## src/rtl/keycode_action_gen.sv

```systemverilog
// Per-key action pulse generator: maps a packed multi-slot keycode word onto N
// channels, each with delayed auto-repeat or toggle behaviour, all timed in ticks.
module keycode_action_gen #(
  parameter int                 NUM_KEYS    = 8,
  parameter int                 KEY_SLOTS   = 2,
  parameter int                 DAS_DELAY   = 16,
  parameter int                 ARR_PERIOD  = 4,
  parameter logic [NUM_KEYS-1:0] TOGGLE_MASK = '0
) (
  input  logic                    Clk,
  input  logic                    Reset,
  input  logic                    tick,
  input  logic [8*KEY_SLOTS-1:0]  keycode,
  input  logic [8*NUM_KEYS-1:0]   key_map,
  output logic [NUM_KEYS-1:0]     step,
  output logic [NUM_KEYS-1:0]     held,
  output logic [NUM_KEYS-1:0]     toggle_state
);

  localparam int CNT_TOP = (DAS_DELAY > ARR_PERIOD) ? DAS_DELAY : ARR_PERIOD;
  localparam int CW      = $clog2(CNT_TOP + 1);

  localparam logic [CW-1:0] DAS_C   = CW'(DAS_DELAY);
  localparam logic [CW-1:0] ARR_C   = CW'(ARR_PERIOD);
  localparam logic [CW-1:0] CNT_SAT = '1;
  localparam logic [CW-1:0] CNT_ONE = CW'(1);

  typedef enum logic [1:0] {
    WAIT_REL,
    IDLE,
    DELAY,
    REPEAT
  } state_t;

  state_t          state [NUM_KEYS];
  logic [CW-1:0]   cnt   [NUM_KEYS];
  logic [NUM_KEYS-1:0] down;

  always_comb begin
    // NOTE: default every bit before the loop so no path leaves down unassigned (no latch).
    down = '0;
    for (int i = 0; i < NUM_KEYS; i++) begin
      for (int j = 0; j < KEY_SLOTS; j++) begin
        if (key_map[8*i +: 8] != 8'h00 && keycode[8*j +: 8] == key_map[8*i +: 8])
          down[i] = 1'b1;
      end
    end
  end

  always_ff @(posedge Clk) begin
    // NOTE: non-blocking default clear makes step a single-cycle pulse; later assignments win.
    step <= '0;
    if (Reset) begin
      held         <= '0;
      toggle_state <= '0;
      for (int i = 0; i < NUM_KEYS; i++) begin
        state[i] <= WAIT_REL;
        cnt[i]   <= '0;
      end
    end else if (tick) begin
      held <= down;
      for (int i = 0; i < NUM_KEYS; i++) begin
        case (state[i])
          // Key held through reset must be released before it can act again.
          WAIT_REL: if (!down[i]) state[i] <= IDLE;
          IDLE: begin
            if (down[i]) begin
              step[i]  <= 1'b1;
              state[i] <= DELAY;
              cnt[i]   <= CNT_ONE;
              if (TOGGLE_MASK[i]) toggle_state[i] <= ~toggle_state[i];
            end
          end
          DELAY: begin
            if (!down[i]) begin
              state[i] <= IDLE;
            end else if (!TOGGLE_MASK[i] && ARR_PERIOD != 0 && cnt[i] == DAS_C) begin
              step[i]  <= 1'b1;
              state[i] <= REPEAT;
              cnt[i]   <= CNT_ONE;
            end else if (cnt[i] != CNT_SAT) begin
              cnt[i] <= cnt[i] + 1'b1;
            end
          end
          REPEAT: begin
            if (!down[i]) begin
              state[i] <= IDLE;
            end else if (cnt[i] == ARR_C) begin
              step[i] <= 1'b1;
              cnt[i]  <= CNT_ONE;
            end else if (cnt[i] != CNT_SAT) begin
              cnt[i] <= cnt[i] + 1'b1;
            end
          end
          default: state[i] <= WAIT_REL;
        endcase
      end
    end
  end

endmodule

```

## config.mk

```make
export PLATFORM = sky130hd
export DESIGN_NAME = keycode_action_gen
export DESIGN_NICKNAME = d
export VERILOG_FILES = /design/src/rtl/keycode_action_gen.sv
export SDC_FILE = /design/constraint.sdc
export NUM_CORES = 1
export LEC_CHECK = 0
export CAP_MARGIN = 40
export CORE_UTILIZATION = 50
export CTS_BUF_LIST = sky130_fd_sc_hd__clkbuf_8
export DETAILED_ROUTE_END_ITERATION = 10
export GPL_TIMING_DRIVEN = 0
export PLACE_DENSITY = 0.8
export SETUP_SLACK_MARGIN = 0.05
export SYNTH_ARGS = -nofsm -noshare
export SYNTH_HDL_FRONTEND = slang
export SYNTH_SLANG_ARGS = --single-unit
```

## constraint.sdc

```tcl
create_clock -name Clk -period 2.5 [get_ports Clk]
set_input_delay 0.375 -clock Clk [delete_from_list [all_inputs] [get_ports Clk]]
set_output_delay 0.375 -clock Clk [all_outputs]
set_load 0.005 [all_outputs]
```

# Word-level counts from Yosys, hierarchy flattened
# Memories as Yosys holds them, arrays and structs flattened.
# Index checks and enable logic that the tools add are counted.
[totals]
in_bits = 83
memories = 2
output_inout_bits = 24
ramBits = 56
reg_bits = 16
word_cells = 640
[mem_list]
columns = ["memory", "words", "word_bits", "rd", "rd_ports_with_merged_regs", "write_ports", "line", "source"]
rows = [
  ["cnt", 8, 5, 8, 0, 8, "36", "logic [CW-1:0] cnt [NUM_KEYS];"],
  ["state", 8, 2, 8, 0, 8, "35", "state_t state [NUM_KEYS];"],
]
[op_classes]
addsub = 8
n_eq_ne = 64
mux = 450
n_bitwise = 81
n_reduce_logical = 33
[ops]
columns = ["op", "count"]
rows = [
  ["1-bit 2-to-1 mux", 362],
  ["5-bit 2-to-1 mux", 40],
  ["8-bit equality test", 16],
  ["2-bit 2-to-1 mux", 40],
  ["1-bit bitwise OR", 80],
  ["8-bit nonzero test", 8],
  ["5-bit by 1-bit adder with 5-bit output, second input constant", 8],
  ["5-bit by 3-bit equality test with 1-bit output, second input constant", 8],
  ["5-bit equality test, second input constant", 8],
  ["5-bit != test, second input constant", 8],
  ["2-bit equality test, second input constant", 16],
  ["1-bit one-hot mux with 3 select lines", 8],
  ["2-bit by 1-bit equality test with 1-bit output, second input constant", 8],
  ["1-bit logical AND", 16],
  ["2-bit logical NOT", 8],
  ["2-bit OR reduction", 1],
  ["1-bit NOT", 1],
]

# Longest topological paths before layout
# Gate-level depths: netlist of run 1.
[logic_depth]
word_depth = 14
ltp_mapped = 7
mapped_depth_nobuf = 7

# Worst setup path before layout of run 1
# OpenSTA, ideal clock, no wires.
[synth_path]
kind = "register to register"
from = "memory cnt[0][15] (netlist bit)"
to = "memory cnt[0][15] (netlist bit), enable pin"
path_buffers = 0
path_slack_ns = 0.061
period_less_slack_ns = 2.439
path_stages_with_launch = 8
t_arrival_ns = 2.065
path_cell_list = "edfxtp_1 > inv_1 > ha_1 > or2b_2 > nor4_1 > a21oi_1 > a211o_2 > o21ai_0"
[synth_rtl]
columns = ["item", "line"]
rows = [
  ["start: declaration", "36"],
]

==> run summary, run 1 <==
Final Power = 0.00300 W
fraction of layout cells with a size suffix above 1 = 10.5%
worst reg2reg endpoint = cnt[1][15]$_SDFFCE_PP0P_
CTS H-tree lvls = 3
CP bufs+invs = 4
critical path peak fanout = 10
Post-synth ARST share = 0%
max-slew violations = 0
Syn Inst Count = 630
Clock Tree Root = clkbuf_8
Setup TNS Final = 0 ps
minimum clock period = 2440 ps
most frequent CP cell = clkbuf_1
fin nets = 843
worst path required time = 2600 ps
number of global-route vias before repair = 5356
cell count along the critical path = 5
max incr delay on CP = 690 ps
top post-synthesis cells by area = edfxtp_1, xnor2_1, xor2_1
antenna violations before repair = 0
RR Startpoint = cnt[1][15]$_SDFFCE_PP0P_
total grt overflow = 0
placer congestion estimate = 0.901
Via-to-Cell Ratio = 6.08
row count = 39
Die X = 111 um
clk slew on worst S/H paths = 90 ps
cell family with most CP delay = buffers and inverters
Die Height = 111 um
ys flop type = edfxtp_1
area of the die = 12300 sq um
Peak VDD IR = 0.000220 V
kind of critical path = in -> reg
Yosys warning total = 0
violated checks = DRC
total CTS buffers = 9
DRC Markers = 12
Final ANT Viol Nets = 0
RSZ-0062 raised after global routing = yes
Max Cap Viol = 0
GR Util met2 = 45.7%
f_max = 410 MHz
Leakage = 2.60 nW
Final period util = 97.7%
EDFF count, synth = 56
synth unique cells = 65
Port Buffers = 82
hold path start = held[6]$_SDFFE_PP0P_
dpl hpwl = 12400 um
Routed WL per cell = 19.2 um
drt initial violations = 522
crit start category = input port
Synth area leader = edfxtp_1
diode count = 0
max_slew headroom = 45.3%
WHS Path Cells = 2
Post-CTS Hold Fix Bufs = 0
drt pass-1 iters = 8
Initial Util = 51.7%
crit path cell chain = clkdlybuf4s50_1, inv_1, clkbuf_1, clkbuf_1, o21ai_2
busiest layer in global routing = met2
R2R Setup Slk = 130 ps
TritonCTS clock tree = built
sequential cell area fraction in the yosys report = 33.7%
Post-Syn Area = 5950 sq um
slowest cell on the critical path = clkbuf_1
clk_skew = 10.5 ps
M1 GR Usage = 35.0%
P per Cell Area = 413 nW/um^2
Min-Delay Endpoint = held[6]$_SDFFE_PP0P_
Via Count = 5373
Core Area = 11500 sq um
first-pass GRT wire length = 26600 um
CP Data Arrival Time = 2540 ps
critical path endpoint category = flop
total routed wirelength = 17000 um
outcome = finished with violations
final hold vios = 0
worst min-delay path category = reg -> reg
Least-Margin Pin Slew = 820 ps
Final setup viols = 0
post-synth top area share = 28.3%
flops & latches, synth = 72
num ports = 107
worst skew pair latency = 380 ps
worst-case clock buffer depth = 2
CTS Sinks = 72
M3 GR Usage = 6.18%
most common cell after layout, fill and taps aside = xnor2_1
largest net degree at the start of global routing = 15
most frequent cells in the layout = xnor2_1, clkdlybuf4s50_1, edfxtp_1
Reg2Reg Depth = 7
GRT Total Usage = 27.8%
Area Growth Syn to Fin = 22.3%
Synth Area per Inst = 9.44 sq um
==> worst min-delay path: stages, from the launching register on <==
cell,delay (ps)
dfxtp_1,320
nand2_1,50
a21oi_1,50
==> metal layers <==
layer,vias up,wire length (um)
met5,-,0
met3,42,1710
li1,2478,-
met4,0,379
met1,2566,6860
met2,287,8070
==> cell type report <==
| cell class | instances | area [sq um] |
|---|---|---|
| Clock buffer | 9 | 124 |
| Clock inverter | 7 | 56.3 |
| Timing Repair Buffer | 88 | 866 |
| Fill cell | 947 | 4240 |
| Inverter | 40 | 154 |
| Buffer | 33 | 239 |
| Sequential cell | 72 | 2000 |
| Tap cell | 143 | 179 |
| Multi-Input combinational cell | 492 | 3660 |
==> Yosys cell counts (6+ instances only) <==
master	number
nand3_1	11
xnor2_1	90
dfxtp_1	16
nor2b_1	11
buf_6	9
a21oi_1	17
o22ai_1	9
or4_1	9
nand2b_1	17
buf_2	6
nand2_1	19
xor2_1	54
buf_4	10
nor2_1	21
edfxtp_1	56
and2_1	10
nand4_1	20
o21a_1	8
nand3b_1	7
nor4_1	30
nor3_1	22
clkbuf_1	6
o21ai_0	17
inv_1	39
and3_1	14
ha_1	24
==> worst max path at each step <==
| stage | slack [ps] | endpoint | startpoint |
|---|---|---|---|
| after floorplan | 60 | cnt[0][15]$_SDFFCE_PN0P_ | cnt[0][15]$_SDFFCE_PN0P_ |
| after global placement | -610 | cnt[1][5]$_DFFE_PP_ | Reset |
| after detailed placement | -640 | cnt[0][5]$_SDFFCE_PN0P_ | Reset |
| after CTS | 30 | cnt[0][19]$_SDFFCE_PN0P_ | cnt[0][15]$_SDFFCE_PN0P_ |
| after global routing | 20 | cnt[0][15]$_SDFFCE_PN0P_ | tick |
| final | 60 | cnt[0][18]$_SDFFCE_PN0P_ | tick |
==> through the flow <==
step	util, %	instances	setup WS [ps]	hold slack [ps]	cell area [sq um]
global placement	60.6	862	-610	446	6970
floorplan	-	637	60.8	448	5970
finish	63.2	884	58.0	459	7280
CTS	62.6	880	27.8	461	7210
global route	63.2	884	21.5	512	7280
detailed placement	60.6	862	-641	448	6970
==> report_power, final <==
part           internal [W]  switching (W)  total (W)
clock              0.000365       0.000517   0.000882
sequential          0.00134      0.0000493    0.00139
combinational      0.000345       0.000391   0.000735
==> registers in the layout, indices dropped and copies added (netlist names) <==
signal	count
step	8
held	8
cnt	40
state	16
==> timing repair <==
action / 4_1_cts / 5_1_grt
setup buffers: 2 / 4
pin swaps: 2 / 2
gates resized for setup: 12 / 8
gates cloned: 0 / 0
endpoints found under the setup margin: 40 / 29
==> kinds of logic (layout without fill, tap and decap cells) <==
family / Yosys count / count (layout) / share of synthesized area, %
and+or+nand+nor: 218 / 218 / 22.2
muxes: 1 / 1 / 0.189
adders and majority gates: 24 / 24 / 5.05
DFF: 72 / 72 / 33.7
AOI/OAI and AO/OA: 97 / 97 / 11.2
buffers and inverters: 73 / 177 / 6.50
xor gates and xnor gates: 144 / 144 / 21.2
other: 1 / 8 / 0.0630
Power figures use the tool's default switching activity.
==> inputs of run 2 (changes only) <==
CORE_MARGIN = 3   (was unset)
==> run 2 against run 1 <==
- the run now ends clean
- combinational power about the same
- critical path depth increased by 2
- die area up 7.3%
- sequential cell count stayed put
- clock-buffer cell count did not move
- via count about the same
- setup slack better by 21 ps
- cell area increased by 0.17%
- maximum frequency is 0.88% higher
- non-clock buffer count down 2
- register-to-register slack worse by 40 ps
- largest cell class unchanged
- largest power group unchanged
==> run summary, run 2 (synthesized netlist as in run 1, its figures left out) <==
crit start category = input port
WHS Path Cells = 2 (unchanged)
GRT Total Usage = 25.4% (-2.4 points)
Final period util = 96.8% (-0.85 points)
total routed wirelength = 17200 um (+0.89%)
Area after DPL = 6970 sq um (unchanged)
met2 WL post-DR = 8510 um (+5.5%)
Port Buffers = 82 (unchanged)
sw frac = 28.8% (-3.0 points)
fin nets = 841 (-0.24%)
crit path cell chain = clkdlybuf4s50_1, clkinv_2, nand2_2, or4b_2, nor3_4, buf_4, a21oi_1
Final Cell Area = 7290 sq um (+0.17%)
worst path required time = 2600 ps (about the same)
max-slew violations = 0 (unchanged)
Post-CTS Hold Fix Bufs = 0 (unchanged)
largest net degree at the start of global routing = 13 (-2)
worst skew pair latency = 360 ps (-20 ps)
outcome = finished, final reports clean
total CTS buffers = 9 (unchanged)
antenna violations before repair = 0 (unchanged)
TritonCTS clock tree = built
RSZ-0062 raised after global routing = yes
final hold vios = 0 (unchanged)
minimum clock period = 2420 ps (-21.2 ps)
worst-case clock buffer depth = 2 (unchanged)
Final ANT Viol Nets = 0 (unchanged)
area of the die = 13200 sq um (+7.3%)
Area Growth Syn to Fin = 22.5%
dpl hpwl = 12500 um (+0.89%)
Final Worst Setup Slack = 79.3 ps (+21.2 ps)
reported net switching power = 0.000904 W (-5.5%)
M1 WL = 6960 um (+1.5%)
num ports = 107 (unchanged)
highest metal used = met4
most common cell after layout, fill and taps aside = xnor2_1
Clock Tree Root = clkbuf_8
max incr delay on CP = 730 ps (+40 ps)
register with the most flip-flops = cnt
Via Count = 5377 (+0.074%)
Leakage = 2.63 nW (+1.1%)
Die X = 115 um (+3.6%)
Die Height = 115 um (+3.6%)
critical path peak fanout = 10 (unchanged)
Routed WL per cell = 19.5 um (+1.1%)
kind of critical path = in -> reg
drt initial violations = 585 (+12%)
Reg2Reg Depth = 7 (unchanged)
Clk pwr share = 32.5% (+3.1 points)
register share of total power = 44.2% (-1.9 points)
most frequent cells in the layout = xnor2_1, clkdlybuf4s50_1, edfxtp_1
largest registers = cnt (40), state (16)
drt pass-1 iters = 5 (-3)
Peak VDD IR = 0.000206 V (-6.6%)
first-pass GRT wire length = 26400 um (-0.93%)
CTS H-tree lvls = 3 (unchanged)
placer congestion estimate = 0.912 (+1.3%)
fraction of layout cells with a size suffix above 1 = 10.1% (-0.38 points)
Via-to-Cell Ratio = 6.10 (+0.30%)
slowest cell on the critical path = or4b_2
diode count = 0 (unchanged)
f_max = 413 MHz (+0.88%)
combinational power share = 23.4% (-1.1 points)
Max Cap Viol = 0 (unchanged)
CP Data Arrival Time = 2520 ps (-20 ps)
CTS Sinks = 72 (unchanged)
Setup TNS Final = 0 ps (unchanged)
DRC Markers = 0 (-12)
Initial Util = 51.7% (unchanged)
max_slew headroom = 43.8% (-1.5 points)
routed wl met3 = 1260 um (-27%)
CP bufs+invs = 3 (-1)
clk slew on worst S/H paths = 80 ps (about the same)
worst min-delay path category = reg -> reg
max FFs per register = 40 (unchanged)
critical path endpoint category = flop
P per Cell Area = 430 nW/um^2 (+4.3%)
pre-CTS setup slack = -689 ps (-47.8 ps)
row count = 39 (unchanged)
cell count along the critical path = 7 (+2)
Least-Margin Pin Slew = 838 ps (+17.4 ps)
Power Internal = 0.00223 W (+9.1%)
Final setup viols = 0 (unchanged)
cell family with most CP delay = simple AND/OR/NAND/NOR gates
number of global-route vias before repair = 5297 (-1.1%)
Core Area = 11500 sq um (unchanged)
R2R Setup Slk = 90 ps (-40 ps)
clk_skew = 7.44 ps (-3.01 ps)
total grt overflow = 0 (unchanged)
-- run 2: cell type report --
type	count	area [sq um]
Inverter	40	151
Tap cell	143	179
Sequential cell	72	2000
Timing Repair Buffer	86	851
Fill cell	940	4230
Clock inverter	7	86.3
Buffer	33	240
Multi-Input combinational cell	492	3660
Clock buffer	9	124
-- run 2: power groups by stage --
stage	sequential, W	clock, W	combinational [W]
6_report	0.00139	0.00102	0.000732
2_1_floorplan	0.00140	0	0.000435
3_3_place_gp	0.00141	0	0.000669
4_1_cts	0.00138	0.00102	0.000712
3_5_place_dp	0.00141	0	0.000702
5_1_grt	0.00139	0.00107	0.000784
-- run 2: final timing paths --
| kind | startpoint | to |
|---|---|---|
| worst max-delay path | Reset | cnt[1][15]$_SDFFCE_PP0P_ |
| worst min-delay path | held[6]$_SDFFE_PP0P_ | held[6]$_SDFFE_PP0P_ |
| worst max register to register | cnt[1][15]$_SDFFCE_PP0P_ | cnt[1][15]$_SDFFCE_PP0P_ |
| worst min register to register | held[6]$_SDFFE_PP0P_ | held[6]$_SDFFE_PP0P_ |
-- run 2: per-layer routing --
| layer | vias up | GRT usage (%) |
|---|---|---|
| met1 | 2587 | 31.6 |
| li1 | 2487 | - |
| met4 | 0 | 9.55 |
| met3 | 41 | 4.89 |
| met5 | - | 0 |
| met2 | 262 | 43.7 |
-- run 2: what timing repair did --
action	4_1_cts	5_1_grt
endpoints found under the setup margin	40	31
setup buffers	2	2
resized for setup	14	7
pin swaps	2	1
-- run 2: worst min-delay path: stages, from the launching register on --
cell and delay [ps]:
dfxtp_1 310, nand2_1 50, a21oi_1 50
-- run 2: per-stage QoR --
stage / util [%] / cells / hold slack, ps / power (W)
after CTS: 62.9 / 880 / 463 / 0.00312
after detailed placement: 60.6 / 862 / 453 / 0.00211
final: 63.3 / 882 / 459 / 0.00314
after global routing: 63.3 / 882 / 486 / 0.00325
after floorplan: - / 637 / 448 / 0.00183
after global placement: 60.6 / 862 / 448 / 0.00208
==> inputs of run 3 (changes only) <==
CAP_MARGIN = 20   (was 40)
==> results of run 3 <==
No change in the layout: final DEF, timing and power equal those of run 2.
